--- config.mk ---
export PLATFORM = sky130hd
export DESIGN_NAME = alu_arbiter
export DESIGN_NICKNAME = d
export VERILOG_FILES = /design/src/rtl/alu_arbiter.sv
export SDC_FILE = /design/constraint.sdc
export NUM_CORES = 1
export LEC_CHECK = 0
export ABC_AREA = 0
export BUFFER_PORTS_ARGS = -buffer_cell sky130_fd_sc_hd__buf_4
export CORE_AREA = 2 2 120 122
export CTS_CLUSTER_SIZE = 14
export DETAILED_ROUTE_END_ITERATION = 10
export DIE_AREA = 0 0 122 124
export GPL_ROUTABILITY_DRIVEN = 1
export GPL_TIMING_DRIVEN = 0
export PLACE_DENSITY = 0.78
export SYNTH_ARGS = -nofsm -noshare
export SYNTH_HDL_FRONTEND = slang
export SYNTH_SLANG_ARGS = --single-unit
export TNS_END_PERCENT = 100
--- constraint.sdc ---
create_clock -name clk -period 1.78 [get_ports clk]
set_input_delay 0.356 -clock clk [delete_from_list [all_inputs] [get_ports clk]]
set_output_delay 0.356 -clock clk [all_outputs]
set_load 0.005 [all_outputs]
--- src/rtl/alu_arbiter.sv ---
`default_nettype none
// ============================================================================
// Module      : alu_arbiter
// Description : Two-requester front end for a shared combinational ALU.
//               One operation in flight at a time: accept, issue, respond.
//               Round-robin or fixed-priority grant selected by FAIR.
// Revision    : 1.0 - initial release
// ============================================================================
module alu_arbiter #(
  parameter int FAIR = 1
) (
  input  logic        clk,
  input  logic        rst_n,
  input  logic        req0_valid,
  output logic        req0_ready,
  input  logic [31:0] req0_a,
  input  logic [31:0] req0_b,
  input  logic [2:0]  req0_op,
  output logic        rsp0_valid,
  input  logic        rsp0_ready,
  output logic [31:0] rsp0_result,
  output logic        rsp0_zero,
  input  logic        req1_valid,
  output logic        req1_ready,
  input  logic [31:0] req1_a,
  input  logic [31:0] req1_b,
  input  logic [2:0]  req1_op,
  output logic        rsp1_valid,
  input  logic        rsp1_ready,
  output logic [31:0] rsp1_result,
  output logic        rsp1_zero,
  output logic [31:0] alu_a,
  output logic [31:0] alu_b,
  output logic [2:0]  alu_op,
  input  logic [31:0] alu_out,
  input  logic        alu_zero,
  output logic        busy
);

  localparam logic c_fairMode = (FAIR != 0);

  typedef enum logic [1:0] {
    IDLE  = 2'd0,
    ISSUE = 2'd1,
    RESP  = 2'd2
  } state_t;

  state_t      r_state;
  state_t      w_nextState;
  logic        r_owner;      // requester that owns the in-flight operation
  logic        r_lastGrant;  // requester granted most recently
  logic [31:0] r_opA;
  logic [31:0] r_opB;
  logic [2:0]  r_op;
  logic [31:0] r_result;
  logic        r_zero;
  logic        w_anyValid;
  logic        w_grant1;
  logic        w_accept;

  // State register; reset parks the FSM in IDLE, dropping any in-flight op
  always_ff @(posedge clk or negedge rst_n) begin
    if (!rst_n) begin
      r_state <= IDLE;
    end else begin
      r_state <= w_nextState;
    end
  end

  // Grant decision: requester 1 wins alone, or on contention when fair and 0 went last
  always_comb begin
    w_anyValid = req0_valid | req1_valid;
    w_grant1   = req1_valid & (~req0_valid | (c_fairMode & ~r_lastGrant));
  end

  // Next-state and handshake outputs; ready is gated by rst_n so it stays low during reset
  always_comb begin
    w_nextState = r_state;
    w_accept    = 1'b0;
    req0_ready  = 1'b0;
    req1_ready  = 1'b0;
    rsp0_valid  = 1'b0;
    rsp1_valid  = 1'b0;
    case (r_state)
      IDLE: begin
        if (rst_n && w_anyValid) begin
          w_accept    = 1'b1;
          req0_ready  = ~w_grant1;
          req1_ready  = w_grant1;
          w_nextState = ISSUE;
        end
      end
      ISSUE: begin
        w_nextState = RESP;
      end
      RESP: begin
        rsp0_valid = ~r_owner;
        rsp1_valid = r_owner;
        if (r_owner ? rsp1_ready : rsp0_ready) begin
          w_nextState = IDLE;
        end
      end
      default: begin
        w_nextState = IDLE;
      end
    endcase
  end

  // Operand capture and grant bookkeeping on accept; last grant resets to 1 so 0 wins first
  always_ff @(posedge clk or negedge rst_n) begin
    if (!rst_n) begin
      r_owner     <= 1'b0;
      r_lastGrant <= 1'b1;
      r_opA       <= '0;
      r_opB       <= '0;
      r_op        <= '0;
    end else if (w_accept) begin
      r_owner     <= w_grant1;
      r_lastGrant <= w_grant1;
      r_opA       <= w_grant1 ? req1_a  : req0_a;
      r_opB       <= w_grant1 ? req1_b  : req0_b;
      r_op        <= w_grant1 ? req1_op : req0_op;
    end
  end

  // Result capture: the ALU has settled on the operand registers by ISSUE
  always_ff @(posedge clk or negedge rst_n) begin
    if (!rst_n) begin
      r_result <= '0;
      r_zero   <= 1'b0;
    end else if (r_state == ISSUE) begin
      r_result <= alu_out;
      r_zero   <= alu_zero;
    end
  end

  assign alu_a       = r_opA;
  assign alu_b       = r_opB;
  assign alu_op      = r_op;
  assign busy        = (r_state != IDLE);
  assign rsp0_result = rsp0_valid ? r_result : '0;
  assign rsp0_zero   = rsp0_valid & r_zero;
  assign rsp1_result = rsp1_valid ? r_result : '0;
  assign rsp1_zero   = rsp1_valid & r_zero;

endmodule
`default_nettype wire

; Yosys cells after proc, flatten, opt, wreduce, memory -nomap -nowiden
; Index checks and enable logic that the tools add are counted.
[totals]
reg_bits = 104
inputBits = 173
out_inout_bits = 138
wordCells = 42
[op_classes]
eq_ne = 4
n_mux = 17
bitwise_logic = 9
n_reduce_logical = 4
[op_table]
columns = cell, count
row1 = 32-bit two-way mux, 4
row2 = 1-bit two-way mux, 9
row3 = 2-bit case mux with 3 select lines, 1
row4 = 2-bit two-way mux, 2
row5 = 2-bit inequality test (second input constant), 2
row6 = 1-bit inverter, 4
row7 = 1-bit bitwise AND, 3
row8 = 3-bit two-way mux, 1
row9 = 2-bit by 1-bit == test with 1-bit output (second input constant), 1
row10 = 2-bit == test (second input constant), 1
row11 = 2-bit zero test, 1
row12 = 1-bit bitwise OR, 2
row13 = 2-bit AND reduction, 1
row14 = 2-bit nonzero test, 1
row15 = 1-bit logical AND, 1

; Depth between registers and ports, before layout
[depth]
depth_word = 6
mapped_depth = 6
ltp_nobuf = 4

; Worst setup path before layout
; OpenSTA, ideal clock, no wires.
[synth_path]
path_type = register to register
from = register r_state[0]
to = register r_opB[10] (netlist: alu_b[10])
setup_time_ps = 123
arrival_time_ps = 1465
setup_slack_ps = 192
stages_incl_launch_ff = 6
n_path_buf = 2
synth_period_minus_slack_ps = 1588
cell_sequence = dfrtp_1 > or3b_4 > buf_6 > buf_6 > or3_1 > o221a_2
[synth_between]
elab_chain_cells = 2
[synth_rtl]
columns = element, line
row1 = "start, declared", 48  ; state_t r_state;
row2 = "start signal, assigned", 66  ; r_state <= w_nextState;
row3 = 2-bit zero test, 84  ; case (r_state)
row4 = 1-bit two-way mux, 84
row5 = "end signal, assigned", 121  ; r_opB <= w_grant1 ? req1_b : req0_b;
row6 = "end, declared", 53  ; logic [31:0] r_opB;
; Every way passes these cells.
; A chain may end at the register's enable or synchronous reset.

; Final worst setup path
[layout_path]
from = register r_state[0]
to = output rsp1_result[11]
[layout_between]
elab_chain_cells = 3
[layout_rtl]
columns = element, line
row1 = 2-bit == test, 84
row2 = 1-bit two-way mux, 84
row3 = 32-bit two-way mux, 143  ; assign rsp1_result = rsp1_valid ? r_result : '0;
row4 = "end, declared", 30  ; output logic [31:0] rsp1_result,
; Every way passes these cells.

==> metrics.cfg <==
[critical_path]
critPathMaxStageDelay_ns = 0.44
worstReg2RegStart = r_state[1]
critical-path-top-delay-family = flip-flops
cp_max_fo = 7
worst_r2r_path_depth = 6
reg2reg_slack_ns = -0.09
cpMaxStageDelayCell = dfrtp_2
end_kind = output pin
critical_path_cell_count = 6
path_cells = nand2b_4 -> nor2_4 -> buf_8 -> buf_8 -> and2_4 -> buf_6
arrival_ns = 1.59
r2r_end = alu_b[3]
path_buf_inv = 3
cp-start-kind = register
cpMostUsedCell = buf_8
worstPathRequired_ns = 1.42
path_class = reg2out

[detailed_routing]
first_pass_iters = 4
drc = 0
via_per_inst = 5.09
ant_nets = 0
vias = 4691
routedWlPerCell_um = 18.3
wirelength_um = 16900
drtIter0Drc = 162

[timing]
setup_viol = 95
rsz0062_at_grt = true
finalClockSkew_ns = 0.00718
fin_crit_sh = 1.09
period_minus_slack_ns = 1.95
final-hold-violation-count = 50
worst_pin_slew_ns = 0.468
final_max_slew_viol_count = 0
maxSlewHeadroom = 0.688
timing.fmax_ghz = 0.514
finalWorstSetupSlack_ns = -0.165
fin_hold_ws_ns = -0.135

[synthesis]
synth_cell_types = 23
yosysWarningCount = 0
ys_seq_area_frac = 0.535
syn-mean-instance-area_um2 = 12.3
syn_nets = 567
synth_cells = 394
ys_seq_elements = 104
synth_area_um2 = 4860

[clocking]
clockBufferDepth = 2
clk_pin_slew_worst_paths_ns = 0.07
cts_buffers = 9
clockRootBuffer = clkbuf_16
cts_num_sinks = 104
htreeDepth = 3
cts_tree = yes
worstSkewPairLatency_ns = 0.34

[pwr]
p_clk_frac = 0.190
power.density_nw_per_um2 = 1460
p_leak_uw = 0.00395
p_int_uw = 8810
ir_worst_vdd_uv = 723
seqPwrFrac = 0.346
switchingPower_uw = 3690
pwr-share-comb = 0.464
p_sw_frac = 0.295

[placed_design]
dp_hpwl_um = 12000
place_area_um2 = 7420
port_buffers = 310
place_congestion = 0.809
placed_cells = 884

[grt]
grt_pass1_wl_um = 24900
track_usage = 0.212
grt_pass1_vias = 4887
antenna_found_initial = 0
grt_max_degree = 54
overflow = 0

[min_path]
hold_class = in2async

[final_layout]
finalInstanceArea_um2 = 8540
instances_no_fill = 921
n_fill_cell = 1103
finalNetCount = 910
antennaDiodeCount = 0
fin_util = 0.622
drive_above_1_share = 0.717
area_delta_synth_final_pct = 75.5

[run_status]
status = finished, violations left
failed_checks = negative hold slack, negative setup slack

[job]
drv_cap = 0

[die]
ios = 311
die_w_um = 122
die_h_um = 124
rows = 43
core_area_um2 = 13700
die-area_um2 = 15100
start_util = 0.355

-- flip-flops by register name, indices dropped and copies added (netlist names) --
signal and count:
alu_a 32, alu_b 32, r_result 32, alu_op 3
r_state 2, r_lastGrant 1, r_owner 1, r_zero 1
-- cell families after synthesis --
group	synth area share
buffers and inverters	0.0388
and+or+nand+nor	0.184
muxes	0.0787
AOI/OAI and AO/OA	0.163
DFF	0.535
-- worst register-to-register path, cell delays in order, from the launching register on --
cell and delay [ns]:
dfrtp_2 0.44, or3b_4 0.44, buf_8 0.16, buf_8 0.14
buf_6 0.13, or3_1 0.32, o221a_2 0.14
-- layout make-up --
| class | instances | area [µm²] | share of cell area |
|---|---|---|---|
| multi-input combinational | 249 | 2230 | 0.262 |
| clock buffer | 9 | 225 | 0.0264 |
| sequential | 104 | 2610 | 0.305 |
| clock inverter | 6 | 133 | 0.0155 |
| timing repair buffer | 332 | 2780 | 0.325 |
| tap | 180 | 225 | 0.0264 |
| inverter | 3 | 16.3 | 0.00191 |
| buffer | 38 | 320 | 0.0375 |
-- Yosys cell counts (all sizes together) --
cell type | count | area, µm²
nand2b | 2 | 12.5
nor3b | 1 | 12.5
buf | 14 | 87.6
dfstp | 1 | 26.3
or3 | 67 | 419
nand3 | 1 | 5.00
or3b | 1 | 11.3
o21bai | 1 | 7.51
o221a | 67 | 754
and2 | 66 | 413
a21o | 2 | 15.0
clkbuf | 24 | 90.1
nor2b | 1 | 6.26
nor2 | 3 | 11.3
mux2 | 34 | 383
dfrtp | 103 | 2580
o21ai | 1 | 5.00
inv | 3 | 11.3
or2 | 1 | 6.26
a21bo | 1 | 10.0
-- per-stage QoR --
stage	setup WS, ns	total power (µW)	setup TNS (ns)
floorplan	0.192	6520	0
global placement	-1.47	9010	-86.01
detailed placement	-1.52	9200	-92.91
CTS	-0.189	12300	-11.61
global route	-0.239	13200	-15.71
finish	-0.165	12500	-9.36
-- power groups by stage --
stage                     Combinational (µW)  Sequential, µW  Clock, µW
after floorplan                         2360            4170          0
after global placement                  4780            4230          0
after CTS                               5610            4300       2410
final                                   5800            4330       2370
after detailed placement                4920            4280          0
after global routing                    6240            4470       2510
-- layout by cell type, fill, tap and decap left out, drive strengths merged --
cell	netlist	final
nand3	1	1
a21bo	1	1
inv	3	2
o221a	67	67
nor2b	1	1
dfrtp	103	103
or3	67	67
mux2	34	34
and2	66	66
or2	1	1
nor3b	1	1
bufbuf	0	1
nor2	3	3
bufinv	0	4
clkbuf	24	30
a21o	2	2
clkinv	0	2
nand2b	2	2
clkinvlp	0	1
o21bai	1	1
or3b	1	1
buf	14	348
dfstp	1	1
o21ai	1	1
-- how the worst max path moves through the flow --
stage | from | to | slack [ns]
6_report | r_state[0] | rsp1_result[11] | -0.17
2_1_floorplan | r_state[0] | alu_b[10] | 0.19
3_3_place_gp | rst_n | req0_ready | -1.47
4_1_cts | r_state[1] | rsp1_result[16] | -0.19
3_5_place_dp | rst_n | req0_ready | -1.52
5_1_grt | r_state[0] | rsp0_result[19] | -0.24
-- routing by layer --
metal,vias to the layer above,share of wire,global-route usage
met2,216,0.54,0.401
met3,23,0.072,0.0540
met5,-,0,0
met4,0,0.018,0.0647
li1,2156,-,-
met1,2296,0.37,0.233
-- timing repair --
item / in CTS / in global routing
buffers inserted: 14 / 1
pin swaps: 26 / 9
endpoints found under the hold margin: 50 / 50
gates cloned: 7 / 0
resized for setup: 114 / 62
setup endpoints to repair: 140 / 151
Note: power is estimated with default switching activity, not from simulation.
